### config.mk
export PLATFORM = sky130hd
export DESIGN_NAME = muldiv_unit
export DESIGN_NICKNAME = d
export VERILOG_FILES = /design/src/rtl/muldiv_pkg.sv /design/src/rtl/muldiv_div_step.sv /design/src/rtl/muldiv_unit.sv
export SDC_FILE = /design/constraint.sdc
export NUM_CORES = 1
export LEC_CHECK = 0
export ABC_AREA = 1
export BUFFER_PORTS_ARGS = -buffer_cell sky130_fd_sc_hd__clkbuf_2
export CAP_MARGIN = 40
export CORE_ASPECT_RATIO = 0.75
export CORE_MARGIN = 10
export CORE_UTILIZATION = 37
export DETAILED_ROUTE_END_ITERATION = 16
export PLACE_DENSITY = 0.62
export SETUP_SLACK_MARGIN = 0.5
export SLEW_MARGIN = 20
export SYNTH_ARGS = -nofsm -noshare
export SYNTH_HDL_FRONTEND = slang
export SYNTH_SLANG_ARGS = --single-unit
export TNS_END_PERCENT = 30
### constraint.sdc
create_clock -name clk_i -period 8.8 [get_ports clk_i]
set_clock_uncertainty 0.2 [all_clocks]
set_input_delay 0.88 -clock clk_i [delete_from_list [all_inputs] [get_ports clk_i]]
set_output_delay 0.88 -clock clk_i [all_outputs]
set_load 0.05 [all_outputs]
### src/rtl/muldiv_pkg.sv
// Shared types and the cycle-count model for the HI/LO multiply/divide unit.
package muldiv_pkg;

  typedef enum logic [1:0] {
    MULT  = 2'b00,
    MULTU = 2'b01,
    DIV   = 2'b10,
    DIVU  = 2'b11
  } muldiv_op_e;

  typedef enum logic [1:0] {
    IDLE = 2'b00,
    BUSY = 2'b01,
    DONE = 2'b10
  } muldiv_state_e;

  // Number of BUSY cycles an operation occupies (the hazard unit uses the same model).
  function automatic int muldiv_cycles(muldiv_op_e op, int w, int mul_bits);
    return (op == DIV || op == DIVU) ? w : w / mul_bits;
  endfunction

endpackage

### src/rtl/muldiv_div_step.sv
// One restoring-division step: shift the next dividend bit into the partial
// remainder, trial-subtract the divisor on a W+1-bit path and keep or restore.
module muldiv_div_step #(
  parameter int WIDTH = 32
) (
  input  logic [WIDTH-1:0] partial_rem,
  input  logic             dividend_bit,
  input  logic [WIDTH-1:0] divisor,
  output logic [WIDTH-1:0] next_rem,
  output logic             quot_bit
);

  logic [WIDTH:0] shifted;
  logic [WIDTH:0] diff;

  assign shifted  = {partial_rem, dividend_bit};
  assign diff     = shifted - {1'b0, divisor};
  assign quot_bit = (shifted >= {1'b0, divisor});
  // When the trial succeeds the difference is below the divisor, so W bits suffice.
  assign next_rem = quot_bit ? diff[WIDTH-1:0] : shifted[WIDTH-1:0];

endmodule

### src/rtl/muldiv_unit.sv
// Iterative HI/LO multiply/divide engine with start/busy/done handshake.
// A single 2*WIDTH accumulator serves both operations: the upper half holds the
// running partial product / remainder, the lower half the unconsumed multiplier /
// dividend bits (which become the quotient as the divide proceeds).
module muldiv_unit import muldiv_pkg::*; #(
  parameter int WIDTH    = 32,
  parameter int MUL_BITS = 2
) (
  input  logic             clk_i,
  input  logic             rst_i,
  input  logic             start_i,
  input  logic [1:0]       op_i,
  input  logic [WIDTH-1:0] a_i,
  input  logic [WIDTH-1:0] b_i,
  input  logic             flush_i,
  output logic             busy_o,
  output logic             done_o,
  output logic             stall_o,
  output logic [WIDTH-1:0] hi_o,
  output logic [WIDTH-1:0] lo_o
);

  localparam int CNT_W = $clog2(WIDTH + 1);
  localparam int PW    = WIDTH + MUL_BITS;

  muldiv_state_e      state_reg, state_next;
  muldiv_op_e         op_reg, op_in;
  logic [WIDTH-1:0]   opnd_b_reg, a_raw_reg, hi_reg, lo_reg;
  logic [2*WIDTH-1:0] acc_reg, acc_next, mul_acc, div_acc, prod;
  logic [CNT_W-1:0]   cnt_reg;
  logic               neg_res_reg, neg_rem_reg, div_zero_reg;

  logic               accept, signed_in, a_neg, b_neg, is_div, last_step;
  logic [WIDTH-1:0]   a_mag, b_mag, quot, rem, div_rem, hi_next, lo_next;
  logic               div_qbit;
  logic [PW-1:0]      mul_partial, mul_upper;

  assign op_in     = muldiv_op_e'(op_i);
  assign accept    = (state_reg == IDLE) && start_i && !flush_i;
  assign signed_in = (op_in == MULT) || (op_in == DIV);
  assign a_neg     = signed_in && a_i[WIDTH-1];
  assign b_neg     = signed_in && b_i[WIDTH-1];
  assign a_mag     = a_neg ? -a_i : a_i;
  assign b_mag     = b_neg ? -b_i : b_i;
  assign is_div    = (op_reg == DIV) || (op_reg == DIVU);
  assign last_step = (cnt_reg == CNT_W'(muldiv_cycles(op_reg, WIDTH, MUL_BITS) - 1));

  // Multiply step: add multiplicand times the low MUL_BITS multiplier bits, shift right.
  always_comb begin
    mul_partial = '0;
    for (int i = 0; i < MUL_BITS; i++) begin
      if (acc_reg[i]) mul_partial = mul_partial + (PW'(opnd_b_reg) << i);
    end
    mul_upper = PW'(acc_reg[2*WIDTH-1:WIDTH]) + mul_partial;
    mul_acc   = {mul_upper, acc_reg[WIDTH-1:MUL_BITS]};
  end

  muldiv_div_step #(.WIDTH(WIDTH)) u_div_step (
    .partial_rem  (acc_reg[2*WIDTH-1:WIDTH]),
    .dividend_bit (acc_reg[WIDTH-1]),
    .divisor      (opnd_b_reg),
    .next_rem     (div_rem),
    .quot_bit     (div_qbit)
  );

  assign div_acc  = {div_rem, acc_reg[WIDTH-2:0], div_qbit};
  assign acc_next = is_div ? div_acc : mul_acc;

  // Sign correction of the final step, with the divide-by-zero pattern taking priority.
  always_comb begin
    prod    = neg_res_reg ? -acc_next : acc_next;
    quot    = neg_res_reg ? -acc_next[WIDTH-1:0] : acc_next[WIDTH-1:0];
    rem     = neg_rem_reg ? -acc_next[2*WIDTH-1:WIDTH] : acc_next[2*WIDTH-1:WIDTH];
    hi_next = prod[2*WIDTH-1:WIDTH];
    lo_next = prod[WIDTH-1:0];
    if (is_div) begin
      hi_next = div_zero_reg ? a_raw_reg : rem;
      lo_next = div_zero_reg ? '1 : quot;
    end
  end

  // Next-state logic; a flush only aborts work still in flight.
  always_comb begin
    state_next = state_reg;
    case (state_reg)
      IDLE:    if (accept) state_next = BUSY;
      BUSY:    if (flush_i) state_next = IDLE;
               else if (last_step) state_next = DONE;
      DONE:    state_next = IDLE;
      default: state_next = IDLE;
    endcase
  end

  // State, operand latch, iteration and result commit.
  always_ff @(posedge clk_i) begin
    if (rst_i) begin
      state_reg    <= IDLE;
      op_reg       <= MULT;
      opnd_b_reg   <= '0;
      a_raw_reg    <= '0;
      acc_reg      <= '0;
      cnt_reg      <= '0;
      neg_res_reg  <= 1'b0;
      neg_rem_reg  <= 1'b0;
      div_zero_reg <= 1'b0;
      hi_reg       <= '0;
      lo_reg       <= '0;
    end else begin
      state_reg <= state_next;
      if (accept) begin
        op_reg       <= op_in;
        opnd_b_reg   <= b_mag;
        a_raw_reg    <= a_i;
        acc_reg      <= {{WIDTH{1'b0}}, a_mag};
        cnt_reg      <= '0;
        neg_res_reg  <= a_neg ^ b_neg;
        neg_rem_reg  <= a_neg;
        div_zero_reg <= (b_i == '0);
      end else if (state_reg == BUSY && !flush_i) begin
        acc_reg <= acc_next;
        cnt_reg <= cnt_reg + 1'b1;
        if (last_step) begin
          hi_reg <= hi_next;
          lo_reg <= lo_next;
        end
      end
    end
  end

  assign busy_o  = (state_reg == BUSY);
  assign done_o  = (state_reg == DONE);
  assign stall_o = accept || busy_o;
  assign hi_o    = hi_reg;
  assign lo_o    = lo_reg;

endmodule

======== Word-level counts from Yosys, hierarchy flattened ========
Cells that the tools add are included.
word-level totals
  register bits after elaboration ......... 205
  input port bits ......................... 70
  output and inout port bits .............. 67
  word-level logic and storage cells ...... 69
cells by class
  add/sub/neg operators ................... 10
  $lt $le $gt $ge ......................... 1
  equal/unequal tests ..................... 8
  mux-type cells .......................... 20
  bitwise operators ....................... 2
  reductions and logical operators ........ 16
operator list
  operator                                                number
  2-to-1 mux 32 bit                                       12
  2-to-1 mux 64 bit                                       2
  negation 32 bit                                         4
  negation 64 bit                                         1
  adder 32 x 34 -> 34 bit                                 1
  adder 34 x 33 -> 34 bit                                 1
  2-to-1 mux 34 bit                                       1
  greater-or-equal comparator 33 x 32 -> 1 bit            1
  logical NOT 32 bit                                      1
  subtractor 32 bit                                       1
  == test 2 bit (second input constant)                   4
  adder 6 x 1 -> 6 bit (second input constant)            1
  == test 6 bit                                           1
  2-to-1 mux 2 bit                                        3
  2-to-1 mux 6 bit                                        1
  subtractor 6 x 1 -> 6 bit (second input constant)       1
  logical AND 1 bit                                       5
  logical NOT 2 bit                                       2
  one-hot mux 2 bit (2 select lines)                      1
  logical OR 1 bit                                        3
  inequality test 3 x 2 -> 1 bit (second input constant)  1
  AND reduction 3 bit                                     1
  == test 2 x 1 -> 1 bit (second input constant)          1
  inequality test 2 bit (second input constant)           1
  6 further kinds                                         6

======== Depth between registers and ports, before layout ========
Gate-level depths: netlist of the first run.
  word-level depth ........................ 9
  gate-level depth with buffers ........... 44
  gate-level depth less buffers ........... 41

======== Hierarchy ========
From an unflattened synthesis of the first run, not the netlist that was laid out.
second synthesis, totals
  cells, all modules ...................... 3,454
  area total of the unflattened synthesis .. 20,144.3 um^2
by module, submodules not included
  module           times used  cells an instance  area each (um^2)  seq. area each (um^2)
  muldiv_unit      1           2,807              16,983.8          4,083.9
  muldiv_div_step  1           647                3,160.5           0.0

======== Least setup slack after synthesis of the first run ========
Ideal clock, no wire load.
  path type ............................... reg2reg
  start point ............................. register acc_reg[0]
  end point ............................... register hi_reg[19], in the netlist hi_o[19]
  setup time .............................. 0.109 ns
  arrival time ............................ 4.968 ns
  required time ........................... 8.491 ns
  slack ................................... 3.523 ns
  stages on the path, launching flop included .. 41
  buffers on the path ..................... 3
  period minus slack after synthesis ...... 5.277 ns
  cells stage by stage .................... dfxtp_1 -> buf_2 -> buf_2 -> buf_1 -> nand2_1 -> inv_1 -> ha_1 -> nand2_1 -> nand2_1 -> nand2_1 -> nand2_1 -> nand3_1 -> nand2_1 -> a21o_1 -> a21boi_0 -> inv_1 -> a21oi_1 -> o21bai_1 -> (+5 left out) -> inv_1 -> nor3_1 -> nand4_1 -> nand3_1 -> nand2_1 -> nand3_1 -> inv_1 -> nor2_1 -> nand2_1 -> nor2_2 -> nand3_1 -> or2_1 -> nand3_1 -> nand3_1 -> nand2_1 -> nand3_1 -> nand2_1 -> inv_1
between the ends
  word-level cells in the longest chain between the ends .. 9
  elaborated cells on any way between the ends .. 11
  classes of those cells .................. 4 x add/sub; 7 x mux
ends and longest elaborated chain
  what                     RTL line            source
  start, declared          muldiv_unit.sv:29   logic [2*WIDTH-1:0] acc_reg, acc_next, mul_acc, div_acc, prod;
  start signal, assigned   muldiv_unit.sv:114  acc_reg <= {{WIDTH{1'b0}}, a_mag};
  start signal, assigned   muldiv_unit.sv:120  acc_reg <= acc_next;
  2-to-1 mux 32 bit        muldiv_unit.sv:52   if (acc_reg[i]) mul_partial = mul_partial + (PW'(opnd_b_reg) << i);
  adder 34 x 33 -> 34 bit  muldiv_unit.sv:52
  2-to-1 mux 34 bit        muldiv_unit.sv:52
  adder 32 x 34 -> 34 bit  muldiv_unit.sv:54   mul_upper = PW'(acc_reg[2*WIDTH-1:WIDTH]) + mul_partial;
  2-to-1 mux 64 bit (*)    muldiv_unit.sv:67   assign acc_next = is_div ? div_acc : mul_acc;
  negation 32 bit          muldiv_unit.sv:73   rem = neg_rem_reg ? -acc_next[2*WIDTH-1:WIDTH] : acc_next[2*WIDTH-1:WIDTH];
  2-to-1 mux 32 bit        muldiv_unit.sv:73
  2-to-1 mux 32 bit        muldiv_unit.sv:77   hi_next = div_zero_reg ? a_raw_reg : rem;
  2-to-1 mux 32 bit (*)    muldiv_unit.sv:76   if (is_div) begin
  end signal, assigned     muldiv_unit.sv:123  hi_reg <= hi_next;
  end, declared            muldiv_unit.sv:28   logic [WIDTH-1:0] opnd_b_reg, a_raw_reg, hi_reg, lo_reg;
Mark *: on every way between the ends. The rest lies on a longest branch, timed or not.
A chain may end at the register's enable or synchronous reset.

======== Worst setup path in the final report of the first run ========
Same ends and word-level chain as after synthesis.

==> implementation parameters, run 1 <==
Parameter                              Value

Timing
  Final Critical Period ... 6.45 ns
  Worst Max-Slew Pin Slew ... 0.930 ns
  Max Clock Freq ... 0.155 GHz
  Setup TNS ... 0 ns
  Ratio of final minimum period to clock period ... 73.2%
  Relative max-transition margin ... 37.3%
  Setup repair after global routing missed its margin ... no
  Final setup violation count ... 0
  Count of final hold-check violations ... 0
  Max-slew violation count ... 0

Global routing
  Pin count of the biggest net entering global routing ... 92
  Via count of the first global-routing pass ... 21000
  Overall global routing resource usage ... 25.6%
  Antenna violations before repair ... 1
  Final global-route overflow total ... 0
  First-pass GRT wire length ... 128000 um

Route
  Number of violations reported at the end of detailed-routing iteration 0 ... 2751
  Vias after detailed routing ... 23500
  Routed len/inst ... 19.9 um
  Number of iterations in the first detailed-routing pass ... 7
  Drc violations ... 0
  Post-route ant nets ... 0
  Routed wire length ... 85500 um
  Ratio of routed vias to standard cells ... 5.47

Synthesis
  Async set-reset flop share out of synthesis ... 0%
  Leading area contributor after synthesis ... dfxtp_1
  Top cells by area, synth ... dfxtp_1 (20%), nand2_1 (16%), inv_1 (10%)
  Fraction of synthesized cell area taken by the top area cell type ... 20.3%
  Total number of yosys warnings ... 0
  Flip-flop and latch count after synthesis ... 204
  Synthesized area per cell ... 5.73 um^2
  Most used DFF post-synth ... dfxtp_1
  Sequential-to-total area share from yosys stat ... 20.3%
  Net count after synthesis ... 3663
  Synth cell types ... 65
  Number of enable-type register cells in the synthesized netlist ... 0
  Number of standard cells after synthesis ... 3504
  Cell area after technology mapping ... 20100 um^2

Floorplan
  Die Y-Extent ... 222 um
  Die span in x ... 289 um
  Area of the core region ... 53300 um^2
  Count of pins on the block boundary ... 137
  Number of cell rows ... 73
  Die outline area ... 64100 um^2
  Starting utilization of the core area ... 37.6%

Place
  Final weighted congestion in routability-driven placement ... 0.993
  Detail Placement HPWL ... 68200 um
  Count of input and output buffers ... 136

Finish
  Fillers ... 5941
  Commonest non-fill, non-tap cell in the layout ... nand2_1
  Antenna cells ... 0
  Area Growth Syn to Fin ... 11.1%
  Highest-count cells in the layout ignoring fill and taps ... nand2_1 (845), inv_1 (534), nor2_1 (357), o21ai_0 (302), nand3_1 (284)
  Area taken by multi-input logic gates ... 13400 um^2
  Net count of the finished layout ... 3730
  Reg area ... 4090 um^2
  Max FFs per register ... 64
  Final core area utilization ... 41.8%
  Share of post-route cells with drive strength above 1 ... 8.58%

Clock network
  Cells resized by post-CTS repair ... 0
  Count of hold-fix buffers inserted at cts ... 0
  Clock edge transition at the registers on the reported setup and hold paths ... 0.06 ns
  TritonCTS buffer count ... 25
  Clock sink total ... 204
  Deepest clock path buffer count ... 3
  Clk root buf ... clkbuf_16
  TritonCTS clock tree ... built
  Latest clock arrival within the worst-skew pair ... 0.57 ns
  Number of H-tree branching levels ... 1
  Total setup buffers inserted after CTS ... 0

Worst setup path
  Largest stage delay on the critical path ... 0.41 ns
  Crit path required time ... 9.06 ns
  Most used cell, CP ... nand2_1
  Type of the worst setup path ... reg2reg
  CP endpoint kind ... flop
  Critical path startpoint category ... flop
  Crit path max fanout ... 44
  Critical Path Slowest Stage Cell ... buf_4
  Arrival time at the worst endpoint ... 6.70 ns

Pwr
  Power density over cell area ... 146 nW/um^2
  Design Power ... 3270 uW
  Worst IR drop on VDD ... 0.138 mV
  Cell leakage power ... 0.0115 uW

Flow run
  Max-Cap Viols ... 0

Outcome
  Result of the run ... complete, no violations

Hold path
  Worst min path class ... reg2reg
-- stage by stage --
stage                     worst slack (ns)  std cells  hold WS (ns)  area, um^2
after floorplan                       3.52       3504         0.219       20100
after detailed placement              2.39       4253         0.244       21400
after global routing                  1.60       4302         0.265       22300
after CTS                             2.35       4299         0.257       22200
after global placement                2.47       4247         0.239       21300
final                                 2.35       4302         0.259       22300
-- synthesized netlist by cell type (5+ instances only) --
cell and instances:
ha_1 86, a211oi_1 7, buf_1 18, inv_1 536, nor4_1 11, xnor2_1 25, a31oi_1 49, o21a_1 13
nand4_1 43, o21ai_0 302, a21boi_0 6, o21ai_1 28, buf_6 5, nor2_1 358, nand2_2 16, xor2_1 46
o31ai_1 8, buf_2 22, or3_1 5, nand2_1 846, o221ai_1 22, o211ai_1 40, a21oi_1 243, nand3b_1 9
o21ai_2 7, clkbuf_1 91, a21o_1 8, nor3_1 41, or2_2 18, o21bai_1 16, o22ai_1 8, dfxtp_1 204
nor2_2 13, nand3_1 285, inv_2 7
-- cells by family (layout without fill, tap and decap cells) --
kind of cell	after synthesis	after routing	synth area share, %
adders and majority gates	89	89	5.66
muxes	2	2	0.0997
DFF	204	204	20.3
AOI/OAI and AO/OA	780	780	22.1
buffers and inverters	683	769	13.1
and+or+nand+nor	1675	1675	35.6
xor gates and xnor gates	71	71	3.10
-- routing by layer --
| layer | vias up | track usage (%) | part of all wire [%] |
|---|---|---|---|
| li1 | 11600 | - | - |
| met1 | 10600 | 38.9 | 47 |
| met2 | 1180 | 32.3 | 36 |
| met3 | 110 | 10.5 | 15 |
| met4 | 0 | 4.74 | 1.9 |
| met5 | - | 0 | 0 |
-- power breakdown --
group	leakage, uW	switching, uW	internal, uW	total [uW]
clock	0.000414	447	635	1080
sequential	0.00166	42.3	961	1000
combinational	0.00938	848	334	1180
-- worst max-delay path, delay by kind of cell (launching register included) --
family | cells | cell delay (ns)
flops | 1 | 0.31
fa+ha+maj | 2 | 0.54
simple gates | 25 | 3.36
compound gates | 5 | 1.13
buf+inv | 6 | 0.80
-- cell type report --
type | count | area share, %
sequential | 204 | 18.3
inverter | 545 | 9.18
timing repair buffer | 178 | 4.71
tap | 712 | 3.99
multi-input combinational | 2617 | 60.0
clock buffer | 36 | 3.26
clock inverter | 10 | 0.544
-- worst paths after layout --
path                                  from         end  slack [ns]  depth (start not counted)
worst max-delay path            acc_reg[0]    hi_o[19]        2.35                         38
worst min-delay path            cnt_reg[5]  cnt_reg[5]        0.26                          2
worst min register to register  cnt_reg[5]  cnt_reg[5]        0.26                          2
worst max register to register  acc_reg[0]    hi_o[19]        2.35                         38
Power figures use the tool's default switching activity.
==> run 2: changes to the inputs <==
==> constraint.sdc (replaced) <==
create_clock -name clk_i -period 6 [get_ports clk_i]
set_clock_uncertainty 0.2 [all_clocks]
set_input_delay 0.6 -clock clk_i [delete_from_list [all_inputs] [get_ports clk_i]]
set_output_delay 0.6 -clock clk_i [all_outputs]
set_load 0.05 [all_outputs]
==> run 2 against run 1 <==
  * Flip-flop and latch count is the same
  * Utilization grew 3.1 points
  * Die area is the same
  * Critical path depth shrank 3
  * Routed wire length grew 3.0%
  * Via count grew 2.4%
  * Total power grew 50%
  * Sequential power grew 47%
  * Design area grew 7.5%
  * Combinational power grew 61%
  * Global-route usage grew 0.49 points
  * Register-to-register slack lost 1.6 ns
  * Critical path type unchanged
  * Critical endpoint is now hi_o[31]
  * Largest cell class unchanged
==> implementation parameters, run 2 (synthesis results as in run 1) <==
Parameter                              Value

Worst setup path
  Cell count along the critical path ... 35 (-7.9%)
  Last element of the critical path ... hi_o[31]
  Buffers and inverters on the worst path ... 6 (unchanged)
  Critical path startpoint category ... flop
  Number of cells traversed by the worst register-to-register path ... 35 (-7.9%)
  Crit path max fanout ... 8 (-82%)
  Slack of the worst reg-to-reg path ... 0.74 ns (-1.62 ns)
  CP startpoint ... acc_reg[0]
  Most used cell, CP ... nor2_1
  Critical Path Slowest Stage Cell ... dfxtp_4
  Crit path required time ... 6.26 ns (-2.80 ns)
  Type of the worst setup path ... reg2reg
  End of the worst register-to-register path ... hi_o[31]
  Largest delay share family, worst path ... simple AND/OR/NAND/NOR gates
  Worst r2r src ... acc_reg[0]
  CP endpoint kind ... flop
  Largest stage delay on the critical path ... 0.40 ns (about the same)
  Arrival time at the worst endpoint ... 5.52 ns (-1.18 ns)

Finish
  Commonest non-fill, non-tap cell in the layout ... nand2_1
  Share of post-route cells with drive strength above 1 ... 16.5% (+7.9 points)
  Max FFs per register ... 64 (unchanged)
  Area Growth Syn to Fin ... 19.4%
  Area taken by multi-input logic gates ... 14200 um^2 (+6.5%)
  Post-route design area ... 24000 um^2 (+7.5%)
  Net count of the finished layout ... 3834 (+2.8%)
  Highest-count cells in the layout ignoring fill and taps ... nand2_1 (800), inv_1 (516), nor2_1 (318), nand3_1 (268), o21ai_0 (261)
  Reg area ... 4090 um^2 (+0.12%)
  Fillers ... 5832 (-1.8%)

Hold path
  Worst min path class ... in2reg

Place
  Detail Placement HPWL ... 70200 um (+2.9%)
  Final weighted congestion in routability-driven placement ... 1.04 (+4.7%)
  Count of input and output buffers ... 136 (unchanged)
  Placement Cell Area ... 22100 um^2 (+3.3%)

Pwr
  Worst IR drop on VDD ... 0.213 mV (+54%)
  Cell leakage power ... 0.0121 uW (+5.8%)
  Power density over cell area ... 205 nW/um^2 (+40%)
  Design Power ... 4910 uW (+50%)

Route
  Number of iterations in the first detailed-routing pass ... 6 (-1)
  Drc violations ... 0 (unchanged)
  Routed len/inst ... 20.0 um (+0.53%)
  Vias after detailed routing ... 24100 (+2.4%)
  Number of violations reported at the end of detailed-routing iteration 0 ... 3205 (+17%)
  Ratio of routed vias to standard cells ... 5.47 (about the same)
  Routed wire length ... 88100 um (+3.0%)
  Post-route ant nets ... 0 (unchanged)

Flow run
  Max-Cap Viols ... 0 (unchanged)

Timing
  Count of final hold-check violations ... 0 (unchanged)
  Setup repair after global routing missed its margin ... yes
  Max Clock Freq ... 0.190 GHz (+23%)
  Final setup violation count ... 0 (unchanged)
  Final Critical Period ... 5.26 ns (-1.18 ns)
  Ratio of final minimum period to clock period ... 87.7% (+14 points)
  Max-slew violation count ... 0 (unchanged)
  Worst Max-Slew Pin Slew ... 0.861 ns (-0.0692 ns)
  Setup TNS ... 0 ns (unchanged)
  Relative max-transition margin ... 42.0% (+4.7 points)

Floorplan
  Count of pins on the block boundary ... 137 (unchanged)
  Die Y-Extent ... 222 um (unchanged)
  Die outline area ... 64100 um^2 (unchanged)
  Die span in x ... 289 um (unchanged)
  Number of cell rows ... 73 (unchanged)
  Starting utilization of the core area ... 37.6% (unchanged)
  Area of the core region ... 53300 um^2 (unchanged)

Outcome
  Result of the run ... complete, no violations

Global routing
  Final global-route overflow total ... 0 (unchanged)
  Via count of the first global-routing pass ... 21300 (+1.3%)
  First-pass GRT wire length ... 131000 um (+2.0%)
  Antenna violations before repair ... 2 (+1)
  Overall global routing resource usage ... 26.1% (+0.49 points)
  Pin count of the biggest net entering global routing ... 73 (-21%)

Clock network
  Count of hold-fix buffers inserted at cts ... 0 (unchanged)
  Number of H-tree branching levels ... 1 (unchanged)
  TritonCTS clock tree ... built
  Latest clock arrival within the worst-skew pair ... 0.58 ns (about the same)
  Clk root buf ... clkbuf_16
  Clock edge transition at the registers on the reported setup and hold paths ... 0.08 ns (+0.02 ns)
  TritonCTS buffer count ... 24 (-4.0%)
  Clock sink total ... 204 (unchanged)
  Deepest clock path buffer count ... 3 (unchanged)
==> run 2: metal layers <==
layer,GRT usage [%],up-vias,part of all wire (%)
met1,40.5,11000,47
met2,33.1,1193,37
met4,3.29,4,1.4
li1,-,11800,-
met3,9.82,95,15
met5,1.09,-,0.11
==> run 2: where the power goes <==
| group | internal (uW) | leakage, uW | switching [uW] |
|---|---|---|---|
| clock | 801 | 0.000361 | 726 |
| sequential | 1410 | 0.00166 | 67.2 |
| combinational | 590 | 0.0101 | 1310 |
==> run 2: area by class of cell <==
type | instances | share of cell area [%]
Clock buffer | 24 | 2.50
Multi-Input combinational cell | 2617 | 59.4
Sequential cell | 204 | 17.1
Antenna cell | 2 | 0.0209
Inverter | 545 | 8.54
Timing Repair Buffer | 283 | 7.91
Tap cell | 712 | 3.72
Clock inverter | 20 | 0.819
==> run 2: how the worst min path moves through the flow <==
stage	depth (start not counted)	start	to
2_1_floorplan	2	a_raw_reg[11]	a_raw_reg[11]
3_3_place_gp	2	cnt_reg[5]	cnt_reg[5]
3_5_place_dp	2	a_raw_reg[11]	a_raw_reg[11]
4_1_cts	3	b_i[0]	opnd_b_reg[0]
5_1_grt	3	b_i[0]	opnd_b_reg[0]
6_report	3	b_i[0]	opnd_b_reg[0]
==> run 2: what timing repair did <==
item	CTS	global route
resized for setup	33	245
cloned	0	2
endpoints found under the setup margin	21	26
setup buffers	2	19
pin swaps	3	81
==> run 2: worst reg2reg max path: cells and delay by family (launching register included) <==
kind | cells | cell delay (ns)
flops | 1 | 0.40
xor+xnor | 1 | 0.14
compound gates | 3 | 0.39
fa+ha+maj | 3 | 0.87
simple gates | 22 | 2.54
buf+inv | 6 | 0.64
==> run 2: metrics by stage <==
step / worst slack [ns] / utilization, % / hold WS [ns] / cells
after floorplan: 0.723 / - / 0.219 / 3504
after global placement: 0.165 / 41.2 / 0.251 / 4331
final: 0.739 / 45.0 / 0.122 / 4407
after global routing: 0.393 / 44.9 / 0.124 / 4405
after CTS: 0.479 / 43.1 / 0.101 / 4383
after detailed placement: 0.203 / 41.4 / 0.257 / 4337
